<file path="config.mk">
export PLATFORM = sky130hd
export DESIGN_NAME = ewrapper_tx_framer
export DESIGN_NICKNAME = d
export VERILOG_FILES = /design/src/rtl/ewrapper_tx_framer.sv
export SDC_FILE = /design/constraint.sdc
export NUM_CORES = 1
export LEC_CHECK = 0
export BUFFER_PORTS_ARGS = -buffer_cell sky130_fd_sc_hd__buf_2
export CORE_MARGIN = 2
export CORE_UTILIZATION = 40
export DETAILED_ROUTE_END_ITERATION = 12
export SLEW_MARGIN = 20
export SYNTH_ARGS = -nofsm -noshare
export SYNTH_HDL_FRONTEND = slang
export SYNTH_SLANG_ARGS = --single-unit
</file>
<file path="constraint.sdc">
create_clock -name CLK_DIV_IN -period 5.2 [get_ports CLK_DIV_IN]
set_input_delay 0.78 -clock CLK_DIV_IN [delete_from_list [all_inputs] [get_ports CLK_DIV_IN]]
set_output_delay 0.78 -clock CLK_DIV_IN [all_outputs]
set_load 0.05 [all_outputs]
</file>
<file path="src/rtl/ewrapper_tx_framer.sv">
// eMesh transmit framer: buffers transactions in a 2-entry FIFO and emits each as two 72-bit beats.
// Optional build macro ETX_PKTCNT_EN adds a free-running TX_PKT_CNT packet counter output.
module ewrapper_tx_framer (
  input  logic        CLK_DIV_IN,
  input  logic        RESET,
  input  logic        EMESH_ACCESS_IN,
  input  logic        EMESH_WRITE_IN,
  input  logic [1:0]  EMESH_DATAMODE_IN,
  input  logic [3:0]  EMESH_CTRLMODE_IN,
  input  logic [31:0] EMESH_DSTADDR_IN,
  input  logic [31:0] EMESH_DATA_IN,
  input  logic [31:0] EMESH_SRCADDR_IN,
  output logic        EMESH_WAIT_OUT,
  input  logic        TX_WAIT_IN,
  output logic [71:0] DATA_OUT_TO_IO
`ifdef ETX_PKTCNT_EN
  ,
  output logic [15:0] TX_PKT_CNT
`endif
);

  // state   | meaning
  // S_IDLE  | no packet on the wire, zero beat driven
  // S_BEAT0 | first beat (frame 8'h7F) on DATA_OUT_TO_IO
  // S_BEAT1 | second beat (frame 8'hFF) on DATA_OUT_TO_IO; head entry popped
  typedef enum logic [1:0] {S_IDLE, S_BEAT0, S_BEAT1} state_t;

  typedef struct packed {
    logic [3:0]  ctrlmode;
    logic [31:0] dstaddr;
    logic [1:0]  datamode;
    logic        write;
    logic [31:0] data;
    logic [31:0] srcaddr;
  } txn_t;

  function automatic logic [71:0] beat0(input txn_t t);
    return {8'h7F, t.ctrlmode, t.dstaddr, t.datamode, t.write, 1'b1, t.data[31:8]};
  endfunction

  function automatic logic [71:0] beat1(input txn_t t);
    return {8'hFF, t.data[7:0], t.srcaddr, 24'h0};
  endfunction

  state_t      state_q, state_d;
  txn_t        fifo_q [2];
  txn_t        fifo_d [2];
  logic        wr_ptr_q, wr_ptr_d;
  logic        rd_ptr_q, rd_ptr_d;
  logic [1:0]  count_q, count_d;
  logic [71:0] data_out_q, data_out_d;
  txn_t        in_txn;
  txn_t        beat0_src;
  logic        push;
  logic        pop;

  assign EMESH_WAIT_OUT = (count_q == 2'd2);
  assign DATA_OUT_TO_IO = data_out_q;

  always_comb begin
    in_txn     = '{ctrlmode: EMESH_CTRLMODE_IN, dstaddr: EMESH_DSTADDR_IN,
                   datamode: EMESH_DATAMODE_IN, write: EMESH_WRITE_IN,
                   data: EMESH_DATA_IN, srcaddr: EMESH_SRCADDR_IN};
    push       = EMESH_ACCESS_IN && !EMESH_WAIT_OUT;
    pop        = (state_q == S_BEAT1);
    state_d    = S_IDLE;
    beat0_src  = fifo_q[rd_ptr_q];
    data_out_d = '0;

    case (state_q)
      S_IDLE: begin
        // An empty FIFO bypasses the incoming transaction so it goes out the next cycle.
        if (count_q == 2'd0) beat0_src = in_txn;
        if ((count_q != 2'd0 || push) && !TX_WAIT_IN) state_d = S_BEAT0;
      end
      S_BEAT0: state_d = S_BEAT1;
      S_BEAT1: begin
        beat0_src = fifo_q[~rd_ptr_q];
        if (count_q == 2'd2 && !TX_WAIT_IN) state_d = S_BEAT0;
      end
      default: state_d = S_IDLE;
    endcase

    case (state_d)
      S_BEAT0: data_out_d = beat0(beat0_src);
      S_BEAT1: data_out_d = beat1(fifo_q[rd_ptr_q]);
      default: data_out_d = '0;
    endcase

    fifo_d = fifo_q;
    if (push) fifo_d[wr_ptr_q] = in_txn;
    wr_ptr_d = wr_ptr_q ^ push;
    rd_ptr_d = rd_ptr_q ^ pop;
    count_d  = count_q + {1'b0, push} - {1'b0, pop};
  end

  always_ff @(posedge CLK_DIV_IN or posedge RESET) begin
    if (RESET) begin
      state_q    <= S_IDLE;
      wr_ptr_q   <= 1'b0;
      rd_ptr_q   <= 1'b0;
      count_q    <= 2'd0;
      data_out_q <= '0;
    end else begin
      state_q    <= state_d;
      wr_ptr_q   <= wr_ptr_d;
      rd_ptr_q   <= rd_ptr_d;
      count_q    <= count_d;
      data_out_q <= data_out_d;
    end
  end

  // Payload storage needs no reset; occupancy alone decides validity.
  always_ff @(posedge CLK_DIV_IN) begin
    fifo_q <= fifo_d;
  end

`ifdef ETX_PKTCNT_EN
  logic [15:0] pkt_cnt_q, pkt_cnt_d;

  always_comb begin
    pkt_cnt_d = pkt_cnt_q + {15'd0, (state_q == S_BEAT1)};
  end

  always_ff @(posedge CLK_DIV_IN or posedge RESET) begin
    if (RESET) pkt_cnt_q <= '0;
    else       pkt_cnt_q <= pkt_cnt_d;
  end

  assign TX_PKT_CNT = pkt_cnt_q;
`endif

endmodule

</file>
-- Yosys cells after proc, flatten, opt, wreduce, memory -nomap -nowiden
Index checks and enable logic that the tools add are counted.
- register bits after elaboration: 284
- output and inout port bits: 73
- word-level logic and storage cells: 59
- $add $sub $neg: 2
- $lt $le $gt $ge: 4
- equal/unequal tests: 5
- mux-type cells: 15
- bitwise operators: 6
- reduce and logical (&&, ||, !) cells: 10
- operator list (operator ; number):
    $mux W103 ; 8
    $bwmux W206 ; 1
    $pmux W103 S2 ; 1
    $pmux W72 S2 ; 1
    $demux W103 S1 ; 1
    $eq A2 B2 Y1 const B ; 3
    $ge A2 B2 Y1 const B ; 3
    $not A1 Y2 ; 3
    $pmux W2 S3 ; 1
    $eq A2 B1 Y1 const B ; 2
    $logic_and A1 B1 Y1 ; 4
    $logic_not A2 Y1 ; 2
    $add A2 B1 Y2 ; 1
    $logic_not A1 Y1 ; 2
    $lt A2 B1 Y1 const B ; 1
    $mux W1 ; 2
    $reduce_bool A2 Y1 ; 1
    $sub A2 B1 Y2 ; 1
    $xor A1 B1 Y1 ; 2
    $logic_or A1 B1 Y1 ; 1
    $not A1 Y1 ; 1

-- Depth between registers and ports, before layout
- word-level depth: 9
- depth in mapped cells: 8
- mapped depth without buffers: 8

-- Worst setup path before layout
OpenSTA, ideal clock, no wires.
- path kind: input to register
- from: input port EMESH_ACCESS_IN
- to: register fifo_q[0] (netlist name) (enable)
- library setup time: 0.474 ns
- arrival: 3.371 ns
- setup slack: 1.355 ns
- cell stages on the path: 2
- path buffers: 0
- path through: and2_1 -> ha_1
- longest elaborated chain between the ends: 1
- RTL lines (element ; line ; text):
    from (decl) ; 6 ; input logic EMESH_ACCESS_IN,
    $logic_and A1 B1 Y1 ; 64 ; push = EMESH_ACCESS_IN && !EMESH_WAIT_OUT;
    to (signal assigned) ; 115 ; fifo_q <= fifo_d;
    to (decl) ; 46 ; txn_t fifo_q [2];
Every way passes these cells.
A chain may end at the register's enable or synchronous reset.

-- Worst setup path in the final report
- from: register count_q[0]
- to: register fifo_q[195] (netlist name) (enable)
- longest elaborated chain between the ends: 3
- RTL lines (element ; line ; text):
    from (decl) ; 50 ; logic [1:0] count_q, count_d;
    from (signal assigned) ; 108 ; count_q <= count_d;
    $eq A2 B2 Y1 ; 57 ; assign EMESH_WAIT_OUT = (count_q == 2'd2);
    $logic_not A1 Y1 ; 64 ;
    $logic_and A1 B1 Y1 ; 64 ;
Every way passes these cells.

==> run_results.csv <==
group,metric,value,unit
routing,drt-wirelength-per-cell,20.9,um
sta,min_period_over_period,53.8,%
clocking,cts.clk_slew.worst_paths,0.06,ns
place,dp.final_hpwl,16000,um
floorplan,row_count,64,
clocking,cts_setup_buffers,0,
power,p_leak,5.73,nW
power,combPwrFrac,40.7,%
sta,drv_slew,0,
place,port_buffers,179,
sta,slew_headroom,30.5,%
flow_run,maxCapViolations,0,
routing,drc,0,
synth,synth_top_cell_by_area,"edfxtp_1",
synth,synth_area_leaders,"edfxtp_1, dfrtp_1, mux2i_1",
synth,yosysWarnings,0,
grt,grt_pass1_wl,44100,um
sta,fin_ws,2.40,ns
clocking,clk-insertion-delay-late,0.55,ns
floorplan,dieWidth,179,um
power,power,0.00920,W
power,p_sw,0.00358,W
power,power_frac_seq,35.8,%
routing,drtIter0Drc,426,
setup_path,critPathKind,"flip-flop to flip-flop",
power,clockPowerShare,23.5,%
synth,synth.distinct_cells,28,
synth,synth_area,0.0123,mm^2
layout,layout_common_cells,"edfxtp_1, buf_2, dfrtp_1",
synth,synth_top_area_share,50.3,%
setup_path,cp.required,5.41,ns
clocking,cts_root_buf,"clkbuf_16",
setup_path,crit_path_start,"count_q[0]$_DFF_PP0_",
setup_path,cp-end-kind,"flip-flop",
clocking,clock_sinks,277,
layout,diodes,0,
sta,rsz0062_at_grt,"false",
clocking,cts_resized,0,
floorplan,start_util,40.4,%
grt,grt_max_degree,86,
sta,fmax,0.357,GHz
sta,setup_viol,0,
routing,final_antenna_net_count,0,
power,pwr_density_cell,638,mW/mm^2
power,p_int,0.00562,W
setup_path,start_kind,"flip-flop",
routing,vias,7566,
layout,drive_gt1_share,33.0,%
power,max-vdd-ir-drop,292,uV
clocking,cts_tree,"built",
grt,grt_remaining_overflow,0,
floorplan,coreArea,0.0304,mm^2
grt,grt_antenna_before_repair,1,
floorplan,io_pins,180,
setup_path,cp_max_fo,59,
synth,syn_area_per_cell,14.7,um^2
layout,fin_nets,1091,
layout,final_common_cell,"edfxtp_1",
sta,max_slew.worst_pin.slew,1.04,ns
routing,firstDrtPassIters,4,
grt,grt_pass1_vias,7732,
synth,synth_nets,946,
clocking,htreeDepth,1,
clocking,hold_buffers,0,
synth,ys_ff_latch,277,
power,p_sw_share,38.9,%
floorplan,die_area,0.0322,mm^2
routing,routed_wl,29300,um
place,dp_slack,2.32,ns
synth,synth_cells,835,
sta,hold_viol,0,
worst_hold_path,hold_class,"input port to asynchronous set/reset pin",
setup_path,reg2reg_from,"count_q[0]$_DFF_PP0_",
floorplan,die_h,179,um
setup_path,cp.arrival,3.00,ns
run_status,status,"finished, final reports clean",
routing,vias_per_cell,5.40,
synth,seq_area_frac_synth,64.7,%
sta,tns,0,ns
sta,fin_crit,2.80,ns
clocking,clockBufferDepth,3,
clocking,cts_buffers,30,
sta,finalClockSkew,0.00810,ns
layout,area_growth,17.2,%
place,place_congestion,0.713,
grt,grt_use_total,18.0,%
registers in the layout, summed over array words and instances (netlist names):
signal and count:
fifo_q 206, DATA_OUT_TO_IO 66, count_q 2, rd_ptr_q 1, state_q 1, wr_ptr_q 1
worst max-delay path, stage by stage, from the launching register on:
cell and delay, ns:
dfrtp_2 0.66, nand2b_1 0.25, and2_1 0.26, ha_4 0.77, buf_4 0.49
power groups by stage:
stage / logic (W) / registers [W] / clock network [W]
after global routing: 0.00404 / 0.00336 / 0.00229
final: 0.00374 / 0.00329 / 0.00217
after detailed placement: 0.00377 / 0.00334 / 0
after CTS: 0.00379 / 0.00330 / 0.00221
after floorplan: 0.00254 / 0.00377 / 0
after global placement: 0.00373 / 0.00332 / 0
stage by stage:
stage                     cells  hold slack [ns]  cell area [um^2]  utilization (%)
final                      1400            0.351             14400             47.4
after global routing       1400            0.404             14400             47.4
after CTS                  1400            0.370             14400             47.4
after detailed placement   1344            0.523             13400             44.1
after global placement     1344            0.517             13400             44.1
after floorplan             835            0.491             12300                -
synth_stat cells, drive strengths merged:
cell type,instances
xor2,1
or2,2
a211o,64
dfrtp,71
clkbuf,29
nand2b,2
o21bai,1
ha,4
xnor2,2
inv,8
edfxtp,206
a22oi,78
a21oi,24
nor3,63
and2,1
o21ai,1
mux2,102
nand2,64
buf,47
nor2b,1
mux2i,64
area by class of cell:
cell class | count | area, um^2
clock buffer | 43 | 871
inverter | 8 | 32.5
fill | 2714 | 16000
timing repair buffer | 189 | 996
clock inverter | 13 | 143
tap | 396 | 495
multi-input combinational | 474 | 3910
sequential | 277 | 7970
per-layer routing:
layer / GRT usage, % / share of wire, % / up-vias
li1: - / - / 3504
met1: 24.5 / 43 / 3794
met2: 30.6 / 49 / 218
met3: 2.49 / 5.7 / 48
met4: 4.23 / 2.1 / 2
met5: 0 / 0.038 / -
path summary, 6_finish.rpt:
| path | to | slack (ns) | cells after the start |
|---|---|---|---|
| min | DATA_OUT_TO_IO[20]$_DFF_PP0_ | 0.35 | 2 |
| min in group CLK_DIV_IN | fifo_q[126]$_DFFE_PP_ | 0.42 | 1 |
| max reg2reg | fifo_q[195]$_DFFE_PP_ | 2.40 | 4 |
| max | fifo_q[195]$_DFFE_PP_ | 2.40 | 4 |
| min reg2reg | DATA_OUT_TO_IO[24]$_DFF_PP0_ | 0.54 | 2 |
| max in group asynchronous | rd_ptr_q$_DFF_PP0_ | 3.93 | 3 |
kinds of logic (layout without fill, tap and decap cells):
kind of cell | Yosys count | in the layout | share of synthesized area (%)
adders and majority gates | 4 | 4 | 0.407
DFF | 277 | 277 | 64.7
xor gates and xnor gates | 3 | 3 | 0.214
buffers and inverters | 84 | 253 | 3.85
muxes | 166 | 166 | 14.6
AOI/OAI and AO/OA | 168 | 168 | 11.4
and+or+nand+nor | 133 | 133 | 4.82
(Power assumes the default switching activity.)
